**src/rtl/cpu_pkg.sv**
```systemverilog
// ============================================================================
// Module : cpu_pkg
// Brief  : Shared widths, fetch timeout and fetch FSM state encoding.
// Rev    : 1.0  initial release
// ============================================================================
`default_nettype none

package cpu_pkg;

  localparam int INSTR_W     = 12;
  localparam int ADDR_W      = 8;
  localparam int OPCODE_W    = 4;
  localparam int ACK_TIMEOUT = 16;

  typedef enum logic [1:0] {
    IDLE = 2'd0,
    REQ  = 2'd1,
    LOAD = 2'd2
  } fetch_state_t;

endpackage

`default_nettype wire

```
**src/rtl/program_counter.sv**
```systemverilog
// ============================================================================
// Module : program_counter
// Brief  : Program counter with jump load, wrapping increment, async reset.
// Rev    : 1.0  initial release
// ============================================================================
`default_nettype none

module program_counter
  import cpu_pkg::*;
#(
  parameter int WIDTH = ADDR_W
) (
  input  logic             clk,
  input  logic             rst,
  input  logic             i_load,
  input  logic [WIDTH-1:0] i_load_val,
  input  logic             i_inc,
  output logic [WIDTH-1:0] o_pc
);

  logic [WIDTH-1:0] r_pc;

  // Load wins over increment; increment wraps naturally at the top address.
  always_ff @(posedge clk or posedge rst) begin
    if (rst) begin
      r_pc <= '0;
    end else if (i_load) begin
      r_pc <= i_load_val;
    end else if (i_inc) begin
      r_pc <= r_pc + WIDTH'(1);
    end
  end

  assign o_pc = r_pc;

endmodule

`default_nettype wire

```
**src/rtl/instruction_fetch.sv**
```systemverilog
// ============================================================================
// Module : instruction_fetch
// Brief  : Single-word instruction fetch FSM with ack timeout and IR strobe.
// Rev    : 1.0  initial release
// ============================================================================
`default_nettype none

module instruction_fetch #(
  parameter int INSTR_W     = cpu_pkg::INSTR_W,
  parameter int ADDR_W      = cpu_pkg::ADDR_W,
  parameter int ACK_TIMEOUT = cpu_pkg::ACK_TIMEOUT
) (
  input  logic               clk,
  input  logic               reset_fetch,
  input  logic               fetch_go,
  input  logic               jump_en,
  input  logic [ADDR_W-1:0]  jump_addr,
  input  logic               halt,
  output logic               mem_rd_req,
  output logic [ADDR_W-1:0]  mem_addr,
  input  logic               mem_rd_ack,
  input  logic [INSTR_W-1:0] mem_rdata,
  output logic [INSTR_W-1:0] instruction,
  output logic               REIR,
  output logic [ADDR_W-1:0]  pc,
  output logic               fetch_busy,
  output logic               fetch_err
);

  localparam int              c_to_w    = $clog2(ACK_TIMEOUT + 1);
  localparam logic [c_to_w-1:0] c_to_last = c_to_w'(ACK_TIMEOUT - 1);

  cpu_pkg::fetch_state_t r_state;
  cpu_pkg::fetch_state_t w_next_state;

  logic [c_to_w-1:0]  r_to_cnt;
  logic [c_to_w-1:0]  w_to_cnt_next;
  logic               w_timeout;
  logic               r_err;
  logic [INSTR_W-1:0] r_instr;
  logic               w_pc_load;
  logic               w_pc_inc;
  logic               w_capture;

  always_comb begin
    w_next_state  = r_state;
    w_to_cnt_next = r_to_cnt;
    w_timeout     = 1'b0;
    case (r_state)
      cpu_pkg::IDLE: begin
        w_to_cnt_next = '0;
        if (fetch_go && !halt && !jump_en) begin
          w_next_state = cpu_pkg::REQ;
        end
      end
      cpu_pkg::REQ: begin
        // An ack arriving on the last allowed cycle still completes the fetch.
        if (mem_rd_ack) begin
          w_next_state  = cpu_pkg::LOAD;
          w_to_cnt_next = '0;
        end else if (r_to_cnt == c_to_last) begin
          w_next_state  = cpu_pkg::IDLE;
          w_to_cnt_next = '0;
          w_timeout     = 1'b1;
        end else begin
          w_to_cnt_next = r_to_cnt + c_to_w'(1);
        end
      end
      cpu_pkg::LOAD: begin
        w_next_state = cpu_pkg::IDLE;
      end
      default: begin
        w_next_state  = cpu_pkg::IDLE;
        w_to_cnt_next = '0;
      end
    endcase
  end

  always_ff @(posedge clk or posedge reset_fetch) begin
    if (reset_fetch) begin
      r_state  <= cpu_pkg::IDLE;
      r_to_cnt <= '0;
      r_err    <= 1'b0;
    end else begin
      r_state  <= w_next_state;
      r_to_cnt <= w_to_cnt_next;
      r_err    <= w_timeout;
    end
  end

  assign w_capture = (r_state == cpu_pkg::REQ) && mem_rd_ack;

  always_ff @(posedge clk or posedge reset_fetch) begin
    if (reset_fetch) begin
      r_instr <= '0;
    end else if (w_capture) begin
      r_instr <= mem_rdata;
    end
  end

  assign w_pc_load = (r_state == cpu_pkg::IDLE) && jump_en;
  assign w_pc_inc  = (r_state == cpu_pkg::LOAD);

  program_counter #(
    .WIDTH (ADDR_W)
  ) u_pc (
    .clk        (clk),
    .rst        (reset_fetch),
    .i_load     (w_pc_load),
    .i_load_val (jump_addr),
    .i_inc      (w_pc_inc),
    .o_pc       (pc)
  );

  assign mem_rd_req  = (r_state == cpu_pkg::REQ);
  assign mem_addr    = pc;
  assign REIR        = (r_state == cpu_pkg::LOAD);
  assign fetch_busy  = (r_state != cpu_pkg::IDLE);
  assign fetch_err   = r_err;
  assign instruction = r_instr;

endmodule

`default_nettype wire

```
**config.mk**
```make
export PLATFORM = sky130hd
export DESIGN_NAME = instruction_fetch
export DESIGN_NICKNAME = d
export VERILOG_FILES = /design/src/rtl/cpu_pkg.sv /design/src/rtl/program_counter.sv /design/src/rtl/instruction_fetch.sv
export SDC_FILE = /design/constraint.sdc
export NUM_CORES = 1
export LEC_CHECK = 0
export CAP_MARGIN = 20
export CORE_MARGIN = 2
export CORE_UTILIZATION = 60
export CTS_CLUSTER_DIAMETER = 40
export CTS_CLUSTER_SIZE = 24
export DETAILED_ROUTE_END_ITERATION = 10
export DONT_BUFFER_PORTS = 1
export PLACE_DENSITY = 0.79
export SLEW_MARGIN = 20
export SYNTH_ARGS = -nofsm -noshare
export SYNTH_HDL_FRONTEND = slang
export SYNTH_SLANG_ARGS = --single-unit
```
**constraint.sdc**
```tcl
create_clock -name clk -period 4.75 [get_ports clk]
set_clock_uncertainty 0.2 [all_clocks]
set_input_delay 0.7125 -clock clk [delete_from_list [all_inputs] [get_ports clk]]
set_output_delay 0.7125 -clock clk [all_outputs]
set_load 0.01 [all_outputs]
```
### Word level (Yosys, flattened, before mapping)

Index checks and enable logic that the tools add are counted.

* flip-flop bits (word level): 28
* output and inout bits: 32
* logic and storage cells: 34

* add/subtract/negate cells: 2
* eq/ne operators: 5
* multiplexer cells: 12
* reduce and logical (&&, ||, !) cells: 10

Operators by type and width (count)
* 2-to-1 mux 8 bit: 2
* 2-to-1 mux 5 bit: 2
* one-hot mux 5 bit (2 select lines): 1
* adder 8 x 1 -> 8 bit (second input constant): 1
* 2-to-1 mux 2 bit: 3
* adder 5 x 1 -> 5 bit (second input constant): 1
* equality test 5 x 4 -> 1 bit (second input constant): 1
* logical AND 1 bit: 4
* one-hot mux 2 bit (2 select lines): 1
* nonzero test 2 bit: 2
* 2-to-1 mux 1 bit: 3
* != test 3 x 1 -> 1 bit (second input constant): 1
* equality test 2 x 1 -> 1 bit (second input constant): 1
* equality test 2 bit (second input constant): 1
* zero test 1 bit: 2
* zero test 2 bit: 1
* != test 2 bit (second input constant): 1
* AND reduction 2 bit: 1

### Depth between registers and ports, before layout

* depth in word-level cells: 5
* mapped depth: 4
* mapped depth without buffers: 4

### Modules after synthesis

Synthesis repeated with hierarchy kept, for this count alone.

* cells, all modules: 123
* area, all modules: 1392.6 µm²

By module, submodules not included
* instruction_fetch: instances 1, cells each 73, area each 947.2 µm², seq. area each 500.5 µm²
* program_counter: instances 1, cells each 50, area each 445.4 µm², seq. area each 200.2 µm²

### Least setup slack after synthesis

No wires, ideal clock.

* path type: input port to flip-flop
* start: input port jump_en
* end: register u_pc.r_pc[1], in the netlist u_pc.o_pc[1]
* library setup time: 127 ps
* data arrival time: 1555 ps
* data required time: 4423 ps
* slack: 2868 ps
* stages on the path: 3
* path buffers: 0
* cells stage by stage: nor3b_1 nor3b_1 a221o_2

* longest elaborated chain between the ends: 2
* elaborated cells on any way between the ends: 3
* those cells by class: 1 x mux; 2 x reduce/logical

Ends and longest elaborated chain
* start, declared: RTL line instruction_fetch.sv:16 `input logic jump_en,`
* logical AND 1 bit *: RTL line instruction_fetch.sv:101 `assign w_pc_load = (r_state == cpu_pkg::IDLE) && jump_en;`
* 2-to-1 mux 8 bit / nonzero test 2 bit (equally long branches)
* end signal, assigned: RTL line program_counter.sv:28 `r_pc <= i_load_val;`
* end signal, assigned: RTL line program_counter.sv:30 `r_pc <= r_pc + WIDTH'(1);`
* end, declared: RTL line program_counter.sv:21 `logic [WIDTH-1:0] r_pc;`

Mark *: on every way between the ends. The rest lies on a longest branch, timed or not.
A chain may end at the register's enable or synchronous reset.

### Worst setup path after layout

* start: register r_state[0]
* end: output port REIR

* longest elaborated chain between the ends: 1

Ends and longest elaborated chain
* start, declared: RTL line instruction_fetch.sv:33 `cpu_pkg::fetch_state_t r_state;`
* start signal, assigned: RTL line instruction_fetch.sv:81 `r_state <= cpu_pkg::IDLE;`
* start signal, assigned: RTL line instruction_fetch.sv:85 `r_state <= w_next_state;`
* equality test 2 bit: RTL line instruction_fetch.sv:117 `assign REIR = (r_state == cpu_pkg::LOAD);`
* end, declared: RTL line instruction_fetch.sv:24 `output logic REIR,`

No other way between the ends.

==> results.txt <==
----------------------------------------------------
[Final layout]
  Most frequent cells in the layout ... dfrtp_1 (28), mux2_2 (12), nand2_1 (9)
  Final non-filler cell total ... 136
  Final non-filler cell area ... 1331 µm²
  NumNets Final ... 138
  Area added between synthesis and finish ... 0.6625%
  Fraction of final layout cells with drive strength greater than 1 ... 19.27%
  Most common cell after layout, fill and taps aside ... dfrtp_1
  Antenna diode count ... 0

[Clock tree]
  Setup Buffers After CTS ... 0
  CTS Hold Bufs ... 0
  CTS resizes ... 0
  Clock root buffer master ... clkbuf_4
  Clock sink count ... 28
  TritonCTS clock tree ... yes
  Htree depth ... 1
  Insertion delay to the later sink of the worst-skew pair ... 330 ps
  Maximum number of buffers from clock root to sink ... 2
  CTS buffer count ... 3
  Clock transition at path regs ... 140 ps

[STA]
  Setup_tns ... 0 ps
  Setup violations, final ... 0
  Max Freq ... 0.4762 GHz
  Setup repair after global routing missed its margin ... false
  Relative slew margins ... 37.00%
  Final Hold Viols ... 0
  Share of the clock period used by the worst path after layout ... 44.21%
  Pins Over Slew Limit ... 0
  Worst-Margin Slew ... 939.2 ps
  Minimum period implied by the final worst setup slack ... 2100 ps

[Worst setup path]
  Library cell contributing the largest single delay on the critical path ... dfrtp_1
  Sort of element at the start of the critical path ... register
  Nature of the critical path endpoint ... output pin
  List of cells traversed by the critical path ... and2b_2
  Worst Path Class, Setup ... register to output pin
  Beginning of the worst register-to-register path ... r_state[1]
  Beginning of the critical path ... r_state[0]
  Crit path arrival time ... 1190 ps
  Required time worst endpoint ... 3840 ps
  Critical path buffers and inverters ... 0
  Slowest stage delay, CP ... 470 ps
  Max Fanout on Critical Path ... 11
  Crit-path leading delay family ... flip-flops

[Drt]
  Via-per-instance ratio ... 6.294
  Count of vias placed by the detailed router ... 856
  Post-route ant nets ... 0
  Initial detailed-routing violation count ... 5
  Number of detailed-routing iterations run before antenna repair ... 4
  Routed WL per cell ... 16.62 µm
  DRC violations left ... 0
  Total wire length after detailed routing ... 2260 µm

[Yosys]
  Synth Register Bits ... 28
  Netlist Area Pre-Place ... 1323 µm²
  Sequential area share after synthesis ... 52.98%
  Ys Warns ... 0
  Post-Syn Nets ... 144
  Number of unique standard cell types used by synthesis ... 33
  Post-synthesis area per instance ... 11.40 µm²
  Cell count after synthesis ... 116

[Global routing]
  Maximum number of pins on one net before global-route repair ... 29
  Via count of the first global-routing pass ... 789
  Global-route usage over all layers ... 18.17%
  Antenna violations before repair ... 0
  Overall overflow remaining after global route ... 0
  First-pass GRT wire length ... 3505 µm

[Floorplan]
  Initial Utilization ... 65.41%
  Die area ... 2596 µm²
  Area inside the core boundary ... 2022 µm²
  IO Pins ... 58
  Row Count ... 16
  Die X-Extent ... 50.95 µm
  Vertical extent of the die ... 50.95 µm

[Min path]
  Min-delay worst type ... input port to asynchronous set/reset pin

[Power and ir drop]
  Leakage Power ... 0.5608 nW
  Max IR drop VDD ... 0.3016 mV
  Power density normalized to cell area ... 452.2 nW/µm²

[Outcome]
  Status ... completed

[Placement]
  Half-perimeter wire length of the detailed placement result ... 1695 µm
  Cell area after placement ... 1279 µm²
  Port bufs ... 0
  Count of placed standard cells including taps ... 132
  Final weighted congestion in routability-driven placement ... 0.7160

[Flow run]
  Number of violations of the max-capacitance limit ... 0

----------------------------------------------------
## layout make-up
class | instances | area (µm²)
tap | 27 | 33.78
multi-input combinational | 73 | 529.3
sequential | 28 | 700.7
clock inverter | 1 | 30.03
inverter | 4 | 15.01
clock buffer | 3 | 22.52
fill | 158 | 690.7
## worst paths after layout
| path | end | slack, ps | cells after the start |
|---|---|---|---|
| max | REIR | 2650 | 1 |
| min | u_pc.o_pc[7] | 140 | 1 |
| max reg2reg | instruction[8] | 2840 | 3 |
| min reg2reg | fetch_err | 260 | 1 |
| max in group asynchronous | r_state[0] | 3770 | 1 |
| min in group clk | fetch_err | 260 | 1 |
## cell families (layout without fill, tap and decap cells)
| family | after synthesis | count (layout) | share of synthesized area (%) |
|---|---|---|---|
| adder cells (fa/ha/maj) | 2 | 2 | 1.892 |
| flip-flops | 28 | 28 | 52.98 |
| multiplexers | 12 | 12 | 10.22 |
| buffers and inverters | 15 | 8 | 7.000 |
| AND/OR/NAND/NOR | 36 | 36 | 15.90 |
| AO/OA/AOI/OAI | 20 | 20 | 10.03 |
| XOR/XNOR | 3 | 3 | 1.987 |
## synth_stat cells
cell,number,area (µm²)
a21oi_1,1,5.000
nand4_1,1,6.260
and4b_2,1,11.26
xor2_1,1,8.760
nor3b_1,4,30.03
nand2_1,9,33.78
nand3b_1,1,7.510
and2b_2,2,17.52
or4_1,1,7.510
o31ai_1,1,7.510
nand3_1,3,15.01
inv_1,4,15.01
o311a_1,1,10.01
or3b_1,1,8.760
nor2_1,6,22.52
a22o_1,1,8.760
nor2b_1,1,6.260
mux2_2,12,135.1
o21ai_0,8,40.04
a311oi_1,1,8.760
buf_4,9,67.56
ha_1,2,25.02
o211ai_1,2,15.01
nand4b_1,1,8.760
a221o_2,1,11.26
or4b_1,1,10.01
or2_2,1,6.260
buf_2,2,10.01
xnor2_1,2,17.52
a211oi_1,1,7.510
or3_1,3,18.77
dfrtp_1,28,700.7
a31oi_1,3,18.77
## metrics by stage
step	util [%]	power (mW)	setup WS [ps]	hold slack, ps
finish	65.84	0.6020	2650	136.0
global route	65.84	0.6382	2543	159.1
floorplan	-	0.4503	2868	218.1
global placement	63.24	0.4488	2796	239.4
CTS	65.84	0.6093	2637	269.4
detailed placement	63.24	0.4575	2709	246.3
## report_power, final
part	total [mW]	switching [mW]	internal, mW
Sequential	0.365	0.0768	0.289
Clock	0.153	0.0672	0.0854
Combinational	0.0840	0.0372	0.0468
Total	0.602	0.181	0.421
## registers in the layout, indices dropped and copies added (netlist names)
register / count
fetch_err: 1
u_pc.o_pc: 8
instruction: 12
r_state: 2
r_to_cnt: 5
## routing by layer
metal / vias up / share of wire (%) / global-route usage [%] / wire (µm)
li1: 395 / - / - / -
met1: 423 / 38 / 19.92 / 869
met2: 35 / 52 / 30.95 / 1176
met3: 3 / 8.6 / 9.649 / 194
met4: 0 / 0.84 / 4.054 / 19
met5: - / 0 / 0 / 0
Power figures use the tool's default switching activity.
